<file path="config.mk">
export PLATFORM = sky130hd
export DESIGN_NAME = cube_edge_sequencer_flat
export DESIGN_NICKNAME = d
export VERILOG_FILES = /design/src/rtl/cube_pkg.sv /design/src/rtl/cube_edge_sequencer_if.sv /design/src/rtl/cube_vertex_bank.sv /design/src/rtl/cube_edge_sequencer.sv /design/src/flat_wrapper.sv
export SDC_FILE = /design/constraint.sdc
export NUM_CORES = 1
export LEC_CHECK = 0
export BUFFER_PORTS_ARGS = -buffer_cell sky130_fd_sc_hd__buf_2
export CAP_MARGIN = 10
export CELL_PAD_IN_SITES_DETAIL_PLACEMENT = 0
export CELL_PAD_IN_SITES_GLOBAL_PLACEMENT = 1
export CORE_ASPECT_RATIO = 0.9
export CORE_MARGIN = 1
export CORE_UTILIZATION = 45
export DETAILED_ROUTE_END_ITERATION = 12
export GPL_TIMING_DRIVEN = 0
export HOLD_SLACK_MARGIN = 0.05
export PLACE_DENSITY = 0.81
export SYNTH_ARGS = -nofsm -noshare
export SYNTH_HDL_FRONTEND = slang
export SYNTH_SLANG_ARGS = --single-unit
</file>
<file path="constraint.sdc">
create_clock -name iCLK -period 3.6 [get_ports iCLK]
set_input_delay 0.36 -clock iCLK [delete_from_list [all_inputs] [get_ports iCLK]]
set_output_delay 0.36 -clock iCLK [all_outputs]
set_load 0.02 [all_outputs]
</file>
<file path="src/rtl/cube_pkg.sv">
// Shared types, cube topology and helpers for the cube edge sequencer.
package cube_pkg;

    localparam int unsigned VTX_XW = 11;
    localparam int unsigned VTX_YW = 10;
    localparam int unsigned N_VTX  = 8;
    localparam int unsigned N_EDGE = 12;
    localparam int unsigned VW     = $clog2(N_VTX);
    localparam int unsigned EW     = $clog2(N_EDGE);

    typedef enum logic [2:0] {
        S_IDLE,
        S_SCAN,
        S_LOAD,
        S_START,
        S_WAIT,
        S_NEXT,
        S_FIN
    } seq_state_t;

    typedef struct packed {
        logic [VTX_XW-1:0] x;
        logic [VTX_YW-1:0] y;
    } vertex_t;

    // Front face 0-3, back face 4-7, then the four front-to-back struts.
    localparam logic [VW-1:0] EDGE_A [N_EDGE] = '{
        3'd0, 3'd1, 3'd2, 3'd3, 3'd4, 3'd5, 3'd6, 3'd7, 3'd0, 3'd1, 3'd2, 3'd3
    };
    localparam logic [VW-1:0] EDGE_B [N_EDGE] = '{
        3'd1, 3'd2, 3'd3, 3'd0, 3'd5, 3'd6, 3'd7, 3'd4, 3'd4, 3'd5, 3'd6, 3'd7
    };

    function automatic logic is_last_edge(input logic [EW-1:0] e);
        return e == EW'(N_EDGE - 1);
    endfunction

endpackage

</file>
<file path="src/rtl/cube_edge_sequencer_if.sv">
// Host vertex/commit inputs, line-engine handshake and status of the cube edge sequencer.
interface cube_edge_sequencer_if #(
    parameter int unsigned XW = cube_pkg::VTX_XW,
    parameter int unsigned YW = cube_pkg::VTX_YW
);

    logic                        en;
    logic                        frame_sync;
    logic                        vtx_we;
    logic [cube_pkg::VW-1:0]     vtx_addr;
    logic [XW-1:0]               vtx_x;
    logic [YW-1:0]               vtx_y;
    logic [cube_pkg::N_EDGE-1:0] edge_mask;
    logic                        line_done;

    logic                        line_start;
    logic [XW-1:0]               line_x0;
    logic [YW-1:0]               line_y0;
    logic [XW-1:0]               line_x1;
    logic [YW-1:0]               line_y1;
    logic [cube_pkg::EW-1:0]     edge_idx;
    logic                        busy;
    logic                        frame_done;
    logic                        timeout_err;

    modport master (
        output en, frame_sync, vtx_we, vtx_addr, vtx_x, vtx_y, edge_mask, line_done,
        input  line_start, line_x0, line_y0, line_x1, line_y1, edge_idx,
        input  busy, frame_done, timeout_err
    );

    modport slave (
        input  en, frame_sync, vtx_we, vtx_addr, vtx_x, vtx_y, edge_mask, line_done,
        output line_start, line_x0, line_y0, line_x1, line_y1, edge_idx,
        output busy, frame_done, timeout_err
    );

endinterface

</file>
<file path="src/rtl/cube_vertex_bank.sv">
// Double-buffered vertex table: host writes land in the shadow copy, commit copies shadow to active.
module cube_vertex_bank
    import cube_pkg::*;
#(
    parameter int unsigned XW = VTX_XW,
    parameter int unsigned YW = VTX_YW
) (
    input  logic          clk,
    input  logic          rst_n,
    input  logic          wr_en,
    input  logic [VW-1:0] wr_addr,
    input  logic [XW-1:0] wr_x,
    input  logic [YW-1:0] wr_y,
    input  logic          commit,
    input  logic [VW-1:0] rd_a_addr,
    input  logic [VW-1:0] rd_b_addr,
    output logic [XW-1:0] rd_a_x_c,
    output logic [YW-1:0] rd_a_y_c,
    output logic [XW-1:0] rd_b_x_c,
    output logic [YW-1:0] rd_b_y_c
);

    localparam int unsigned DW = XW + YW;

    logic [DW-1:0] shadow_q [N_VTX];
    logic [DW-1:0] shadow_d [N_VTX];
    logic [DW-1:0] active_q [N_VTX];
    logic [DW-1:0] active_d [N_VTX];

    always_comb begin
        shadow_d = shadow_q;
        if (wr_en) begin
            shadow_d[wr_addr] = {wr_x, wr_y};
        end
    end

    // Copy from shadow_d so a write in the commit cycle reaches the active table too.
    always_comb begin
        active_d = active_q;
        if (commit) begin
            active_d = shadow_d;
        end
    end

    always_ff @(posedge clk) begin
        if (!rst_n) begin
            for (int i = 0; i < int'(N_VTX); i++) begin
                shadow_q[i] <= '0;
                active_q[i] <= '0;
            end
        end else begin
            shadow_q <= shadow_d;
            active_q <= active_d;
        end
    end

    assign {rd_a_x_c, rd_a_y_c} = active_q[rd_a_addr];
    assign {rd_b_x_c, rd_b_y_c} = active_q[rd_b_addr];

endmodule

</file>
<file path="src/rtl/cube_edge_sequencer.sv">
// Walks the line engine through the 12 cube edges once per committed frame,
// skipping masked edges and abandoning any edge whose line_done never arrives.
module cube_edge_sequencer
    import cube_pkg::*;
#(
    parameter int unsigned XW      = VTX_XW,
    parameter int unsigned YW      = VTX_YW,
    parameter int unsigned TIMEOUT = 4096
) (
    input  logic                  iCLK,
    input  logic                  iRST_n,
    cube_edge_sequencer_if.slave  bus
);

    localparam int unsigned CW = $clog2(TIMEOUT);

    seq_state_t          state_q,       state_d;
    logic [EW-1:0]       edge_idx_q,    edge_idx_d;
    logic [N_EDGE-1:0]   mask_q,        mask_d;
    logic [CW-1:0]       wait_cnt_q,    wait_cnt_d;
    logic                line_start_q,  line_start_d;
    logic [XW-1:0]       line_x0_q,     line_x0_d;
    logic [YW-1:0]       line_y0_q,     line_y0_d;
    logic [XW-1:0]       line_x1_q,     line_x1_d;
    logic [YW-1:0]       line_y1_q,     line_y1_d;
    logic                busy_q,        busy_d;
    logic                frame_done_q,  frame_done_d;
    logic                timeout_err_q, timeout_err_d;

    logic                commit_c;
    logic [VW-1:0]       vtx_a_c;
    logic [VW-1:0]       vtx_b_c;
    logic [XW-1:0]       rd_a_x_c;
    logic [YW-1:0]       rd_a_y_c;
    logic [XW-1:0]       rd_b_x_c;
    logic [YW-1:0]       rd_b_y_c;

    assign vtx_a_c = EDGE_A[edge_idx_q];
    assign vtx_b_c = EDGE_B[edge_idx_q];

    cube_vertex_bank #(
        .XW (XW),
        .YW (YW)
    ) u_bank (
        .clk       (iCLK),
        .rst_n     (iRST_n),
        .wr_en     (bus.vtx_we),
        .wr_addr   (bus.vtx_addr),
        .wr_x      (bus.vtx_x),
        .wr_y      (bus.vtx_y),
        .commit    (commit_c),
        .rd_a_addr (vtx_a_c),
        .rd_b_addr (vtx_b_c),
        .rd_a_x_c  (rd_a_x_c),
        .rd_a_y_c  (rd_a_y_c),
        .rd_b_x_c  (rd_b_x_c),
        .rd_b_y_c  (rd_b_y_c)
    );

    always_comb begin
        state_d       = state_q;
        edge_idx_d    = edge_idx_q;
        mask_d        = mask_q;
        wait_cnt_d    = wait_cnt_q;
        line_start_d  = 1'b0;
        line_x0_d     = line_x0_q;
        line_y0_d     = line_y0_q;
        line_x1_d     = line_x1_q;
        line_y1_d     = line_y1_q;
        busy_d        = busy_q;
        frame_done_d  = 1'b0;
        timeout_err_d = timeout_err_q;
        commit_c      = 1'b0;

        unique case (state_q)
            S_IDLE: begin
                if (bus.en && bus.frame_sync) begin
                    commit_c      = 1'b1;
                    mask_d        = bus.edge_mask;
                    timeout_err_d = 1'b0;
                    busy_d        = 1'b1;
                    edge_idx_d    = '0;
                    state_d       = S_SCAN;
                end
            end
            S_SCAN: begin
                if (mask_q[edge_idx_q]) begin
                    state_d = S_LOAD;
                end else if (is_last_edge(edge_idx_q)) begin
                    frame_done_d = 1'b1;
                    busy_d       = 1'b0;
                    state_d      = S_FIN;
                end else begin
                    edge_idx_d = edge_idx_q + EW'(1);
                end
            end
            S_LOAD: begin
                line_x0_d    = rd_a_x_c;
                line_y0_d    = rd_a_y_c;
                line_x1_d    = rd_b_x_c;
                line_y1_d    = rd_b_y_c;
                line_start_d = 1'b1;
                state_d      = S_START;
            end
            S_START: begin
                wait_cnt_d = '0;
                state_d    = S_WAIT;
            end
            // Count 0 marks the entry cycle, where a done still high from the last line is ignored.
            S_WAIT: begin
                if (bus.line_done && (wait_cnt_q != '0)) begin
                    state_d = S_NEXT;
                end else if (wait_cnt_q == CW'(TIMEOUT - 1)) begin
                    timeout_err_d = 1'b1;
                    state_d       = S_NEXT;
                end else begin
                    wait_cnt_d = wait_cnt_q + CW'(1);
                end
            end
            S_NEXT: begin
                if (is_last_edge(edge_idx_q)) begin
                    frame_done_d = 1'b1;
                    busy_d       = 1'b0;
                    state_d      = S_FIN;
                end else begin
                    edge_idx_d = edge_idx_q + EW'(1);
                    state_d    = S_SCAN;
                end
            end
            S_FIN: begin
                state_d = S_IDLE;
            end
            default: begin
                state_d = S_IDLE;
            end
        endcase
    end

    always_ff @(posedge iCLK) begin
        if (!iRST_n) begin
            state_q       <= S_IDLE;
            edge_idx_q    <= '0;
            mask_q        <= '0;
            wait_cnt_q    <= '0;
            line_start_q  <= 1'b0;
            line_x0_q     <= '0;
            line_y0_q     <= '0;
            line_x1_q     <= '0;
            line_y1_q     <= '0;
            busy_q        <= 1'b0;
            frame_done_q  <= 1'b0;
            timeout_err_q <= 1'b0;
        end else begin
            state_q       <= state_d;
            edge_idx_q    <= edge_idx_d;
            mask_q        <= mask_d;
            wait_cnt_q    <= wait_cnt_d;
            line_start_q  <= line_start_d;
            line_x0_q     <= line_x0_d;
            line_y0_q     <= line_y0_d;
            line_x1_q     <= line_x1_d;
            line_y1_q     <= line_y1_d;
            busy_q        <= busy_d;
            frame_done_q  <= frame_done_d;
            timeout_err_q <= timeout_err_d;
        end
    end

    assign bus.line_start  = line_start_q;
    assign bus.line_x0     = line_x0_q;
    assign bus.line_y0     = line_y0_q;
    assign bus.line_x1     = line_x1_q;
    assign bus.line_y1     = line_y1_q;
    assign bus.edge_idx    = edge_idx_q;
    assign bus.busy        = busy_q;
    assign bus.frame_done  = frame_done_q;
    assign bus.timeout_err = timeout_err_q;

endmodule
</file>
<file path="src/flat_wrapper.sv">
// flat-port wrapper written by rule: the top's interface ports become plain ports
module cube_edge_sequencer_flat import cube_pkg::*;
#(
    parameter int unsigned XW      = VTX_XW,
    parameter int unsigned YW      = VTX_YW,
    parameter int unsigned TIMEOUT = 4096
)
  (iCLK, iRST_n, bus_en, bus_frame_sync, bus_vtx_we, bus_vtx_addr, bus_vtx_x, bus_vtx_y, bus_edge_mask, bus_line_done, bus_line_start, bus_line_x0, bus_line_y0, bus_line_x1, bus_line_y1, bus_edge_idx, bus_busy, bus_frame_done, bus_timeout_err);
  cube_edge_sequencer_if #(.XW(XW), .YW(YW)) bus_i ();
  input  logic iCLK;
  input  logic iRST_n;
  input wire logic [$bits(bus_i.en)-1:0] bus_en;
  input wire logic [$bits(bus_i.frame_sync)-1:0] bus_frame_sync;
  input wire logic [$bits(bus_i.vtx_we)-1:0] bus_vtx_we;
  input wire logic [$bits(bus_i.vtx_addr)-1:0] bus_vtx_addr;
  input wire logic [$bits(bus_i.vtx_x)-1:0] bus_vtx_x;
  input wire logic [$bits(bus_i.vtx_y)-1:0] bus_vtx_y;
  input wire logic [$bits(bus_i.edge_mask)-1:0] bus_edge_mask;
  input wire logic [$bits(bus_i.line_done)-1:0] bus_line_done;
  output wire logic [$bits(bus_i.line_start)-1:0] bus_line_start;
  output wire logic [$bits(bus_i.line_x0)-1:0] bus_line_x0;
  output wire logic [$bits(bus_i.line_y0)-1:0] bus_line_y0;
  output wire logic [$bits(bus_i.line_x1)-1:0] bus_line_x1;
  output wire logic [$bits(bus_i.line_y1)-1:0] bus_line_y1;
  output wire logic [$bits(bus_i.edge_idx)-1:0] bus_edge_idx;
  output wire logic [$bits(bus_i.busy)-1:0] bus_busy;
  output wire logic [$bits(bus_i.frame_done)-1:0] bus_frame_done;
  output wire logic [$bits(bus_i.timeout_err)-1:0] bus_timeout_err;
  assign bus_i.en = bus_en;
  assign bus_i.frame_sync = bus_frame_sync;
  assign bus_i.vtx_we = bus_vtx_we;
  assign bus_i.vtx_addr = bus_vtx_addr;
  assign bus_i.vtx_x = bus_vtx_x;
  assign bus_i.vtx_y = bus_vtx_y;
  assign bus_i.edge_mask = bus_edge_mask;
  assign bus_i.line_done = bus_line_done;
  assign bus_line_start = bus_i.line_start;
  assign bus_line_x0 = bus_i.line_x0;
  assign bus_line_y0 = bus_i.line_y0;
  assign bus_line_x1 = bus_i.line_x1;
  assign bus_line_y1 = bus_i.line_y1;
  assign bus_edge_idx = bus_i.edge_idx;
  assign bus_busy = bus_i.busy;
  assign bus_frame_done = bus_i.frame_done;
  assign bus_timeout_err = bus_i.timeout_err;
  cube_edge_sequencer #(.XW(XW), .YW(YW), .TIMEOUT(TIMEOUT)) u_core (.iCLK(iCLK), .iRST_n(iRST_n), .bus(bus_i));
endmodule
</file>
==> flow_metrics.py <==
metrics = {
    "synth": {
        "yosys-top-cells-count": "dfxtp_1, nor2_1, mux2i_1, a211oi_1, clkbuf_1",
        "ys.flop_type": "dfxtp_1",
        "synth.top_cell.area_share": 0.476,
        "synth.net_count": 1819,
        "synth_top_family_by_area": "multiplexers",
        "synth_cells": 1772,
        "synth_area_sq_mm": 0.0174,
        "synth_compound_area_frac": 0.143,
        "synth_cell_types": 47,
        "ys_seq_elements": 413,
        "synth_fa_ha_area_frac": 0.00360,
        "synth_edf_count": 0,
        "async_reset_ff_frac": 0,
        "synthMuxAreaShare": 0.205,
        "yosysMostFrequentCell": "dfxtp_1",
        "ys_warn_count": 0,
        "ys_seq_area_frac": 0.476,
        "syn_avg_cell_area_sq_um": 9.80,
        "synth_top_area_cell": "dfxtp_1",
        "synthTopCellsByArea": "dfxtp_1, mux2i_1, a211oi_1",
        "synthSimpleGateAreaFrac": 0.127,
        "synth_xor_area_frac": 0.000504,
    },
    "floorplan": {
        "ios": 92,
        "start_util": 0.461,
        "die_w_microns": 209,
        "die_area_sq_mm": 0.0394,
        "core_area_sq_mm": 0.0376,
        "rows": 67,
        "die_y_microns": 188,
    },
    "global_routing": {
        "antenna_found_initial": 2,
        "grt_overflow": 0,
        "grt_util_all_layers": 0.256,
        "grt_pass1_vias": 13400,
        "grt_max_degree": 20,
        "grt_pass1_wl_microns": 78000,
    },
    "layout": {
        "syn2layout_area_growth_pct": 14.9,
        "layout.nets": 1939,
        "final_cell_count_no_fill": 2410,
        "nFillCells": 3461,
        "multi_input_area_sq_mm": 0.00833,
        "drive_gt1_frac": 0.133,
        "utilization": 0.530,
        "regArea_sq_mm": 0.00827,
    },
    "sta": {
        "finalHoldViolCount": 0,
        "rsz0062_at_grt": "no",
        "fmax_mhz": 293,
        "fin_hold_ws_ns": 0.0670,
        "setup_tns_ns": 0,
        "timing.final.max_slew_violations": 0,
        "slew_headroom": 0.350,
        "tightestPinTransition_ns": 0.972,
        "min_period_over_period": 0.948,
        "fin_crit_ns": 3.41,
        "finalSetupViolCount": 0,
        "clock_skew_ns": 0.0273,
    },
    "drt": {
        "drc": 0,
        "wl_microns": 50800,
        "antenna_left": 0,
        "drt_iter0_markers": 1032,
        "first_pass_iters": 8,
        "via_per_inst": 5.73,
        "vias": 13800,
        "wl_per_cell_microns": 21.1,
    },
    "worst_setup_path": {
        "path_common_cell": "buf_2",
        "required_ns": 4.08,
        "start_kind": "flip-flop",
        "worstSetupPathType": "reg2reg",
        "worstPathCellList": "buf_2, buf_2, inv_1, ha_1, mux2i_2, buf_2, buf_2, a211oi_1, a211o_1, a31oi_1",
        "critPathMaxFanout": 19,
        "cp-end-kind": "flip-flop",
        "cpPeakStageDelay_ns": 0.50,
        "slowest_stage": "buf_2",
        "arrival_ns": 3.90,
    },
    "clock_network": {
        "cts-root-buf": "clkbuf_16",
        "cts_made_buffers": 44,
        "path_clk_slew_ns": 0.06,
        "clockBufferDepth": 3,
        "cts_max_level": 2,
        "post_cts_buffers": 0,
        "cts_tree": "done",
        "clk_latency_ns": 0.56,
        "cts_sinks": 413,
    },
    "outcome": {
        "outcome": "complete, no violations",
    },
    "placement": {
        "hpwl_microns": 38700,
        "place_congestion": 0.920,
        "dp.cells": 2322,
        "portBuffers": 67,
    },
    "min_path": {
        "hp-class": "in2reg",
    },
    "pwr": {
        "power.total_mw": 11.3,
        "power_density_mw_per_mm2": 565,
        "vdd_ir_drop_max_mv": 0.314,
        "p_leak_nw": 7.93,
    },
    "flow_run": {
        "cap_violations": 0,
    },
}
-- layer usage --
metal,wire [microns],up-vias,track usage
met5,0,-,0
met3,3060,71,0.0420
met4,1130,0,0.0713
met1,24400,6695,0.363
li1,-,6597,-
met2,22300,435,0.402
-- cells by family after synthesis --
logic type               count (synthesis)
AO/OA/AOI/OAI                          348
XOR/XNOR                                 1
adder cells (fa/ha/maj)                  5
buffers and inverters                  188
flip-flops                             413
multiplexers                           298
AND/OR/NAND/NOR                        519
-- cells in the final DEF, fill, tap and decap left out, drive strengths merged, types with 3 or more instances in the layout --
cell type and n:
nand2 67, ha 5, nand4b 4, a21oi 25, and2 6, clkinv 7, o21ai 29, dfxtp 413
o211ai 26, nor2b 25, mux4 44, clkbuf 182, nor3b 5, nor2 365, nor3 7, bufinv 7
dlygate4sd3 8, inv 12, nand3 12, buf 125, a211oi 211, mux2i 233, o31ai 3, and4 3
a211o 21, nand4 4, mux2 21, or4 6, or3 7, a31oi 23
-- final cells by class --
cell class / count / area share
clock buffer: 61 / 0.0634
timing repair buffer: 75 / 0.0208
buffer: 179 / 0.0373
multi-input combinational: 1171 / 0.417
antenna: 1 / 0.000125
sequential: 413 / 0.414
tap: 483 / 0.0303
clock inverter: 19 / 0.0152
inverter: 8 / 0.00150
-- power breakdown --
group / internal (mW) / leakage [nW] / switching (mW)
Combinational: 0.533 / 3.80 / 0.868
Clock: 2.97 / 0.770 / 1.91
Sequential: 4.80 / 3.36 / 0.188
Total: 8.31 / 7.93 / 2.96
-- per-stage QoR --
| step | instance area [sq um] | setup WS [ns] |
|---|---|---|
| 6_report | 20000 | 0.189 |
| 5_1_grt | 20000 | 0.00674 |
| 2_1_floorplan | 17400 | 0.658 |
| 4_1_cts | 20000 | 0.102 |
| 3_5_place_dp | 18300 | -0.299 |
| 3_3_place_gp | 18300 | -0.251 |
-- flip-flops by register name (all words and copies together) (netlist names), 3 cells and up --
| signal | flops |
|---|---|
| u_core.bus.edge_idx | 4 |
| u_core.bus.line_x0 | 11 |
| u_core.bus.line_x1 | 11 |
| u_core.bus.line_y0 | 10 |
| u_core.bus.line_y1 | 10 |
| u_core.mask_q | 12 |
| u_core.state_q | 3 |
| u_core.u_bank.active_q | 168 |
| u_core.u_bank.shadow_q | 168 |
| u_core.wait_cnt_q | 12 |
-- repair_timing --
| item | CTS | global route |
|---|---|---|
| hold buffers | 8 | 0 |
| hold endpoints to repair | 8 | 0 |
| gates cloned | 0 | 0 |
| endpoints found under the setup margin | 21 | 21 |
| resized for setup | 1 | 1 |
-- final timing paths --
kind              cells past startpoint               endpoint                   start  slack (ns)
setup / recovery                     10  u_core.bus.line_y1[0]  u_core.bus.edge_idx[1]        0.19
hold reg to reg                       2       u_core.mask_q[2]        u_core.mask_q[2]        0.46
setup reg to reg                     10  u_core.bus.line_y1[0]  u_core.bus.edge_idx[1]        0.19
hold / removal                        3       u_core.mask_q[7]        bus_edge_mask[7]        0.07
-- worst max-delay path: cells and delay by family (launching register included) --
family	cells	cell delay, ns
compound gates	3	0.65
fa+ha+maj	1	0.32
buf+inv	5	1.55
flops	1	0.40
mux	1	0.41
(Power assumes the default switching activity.)
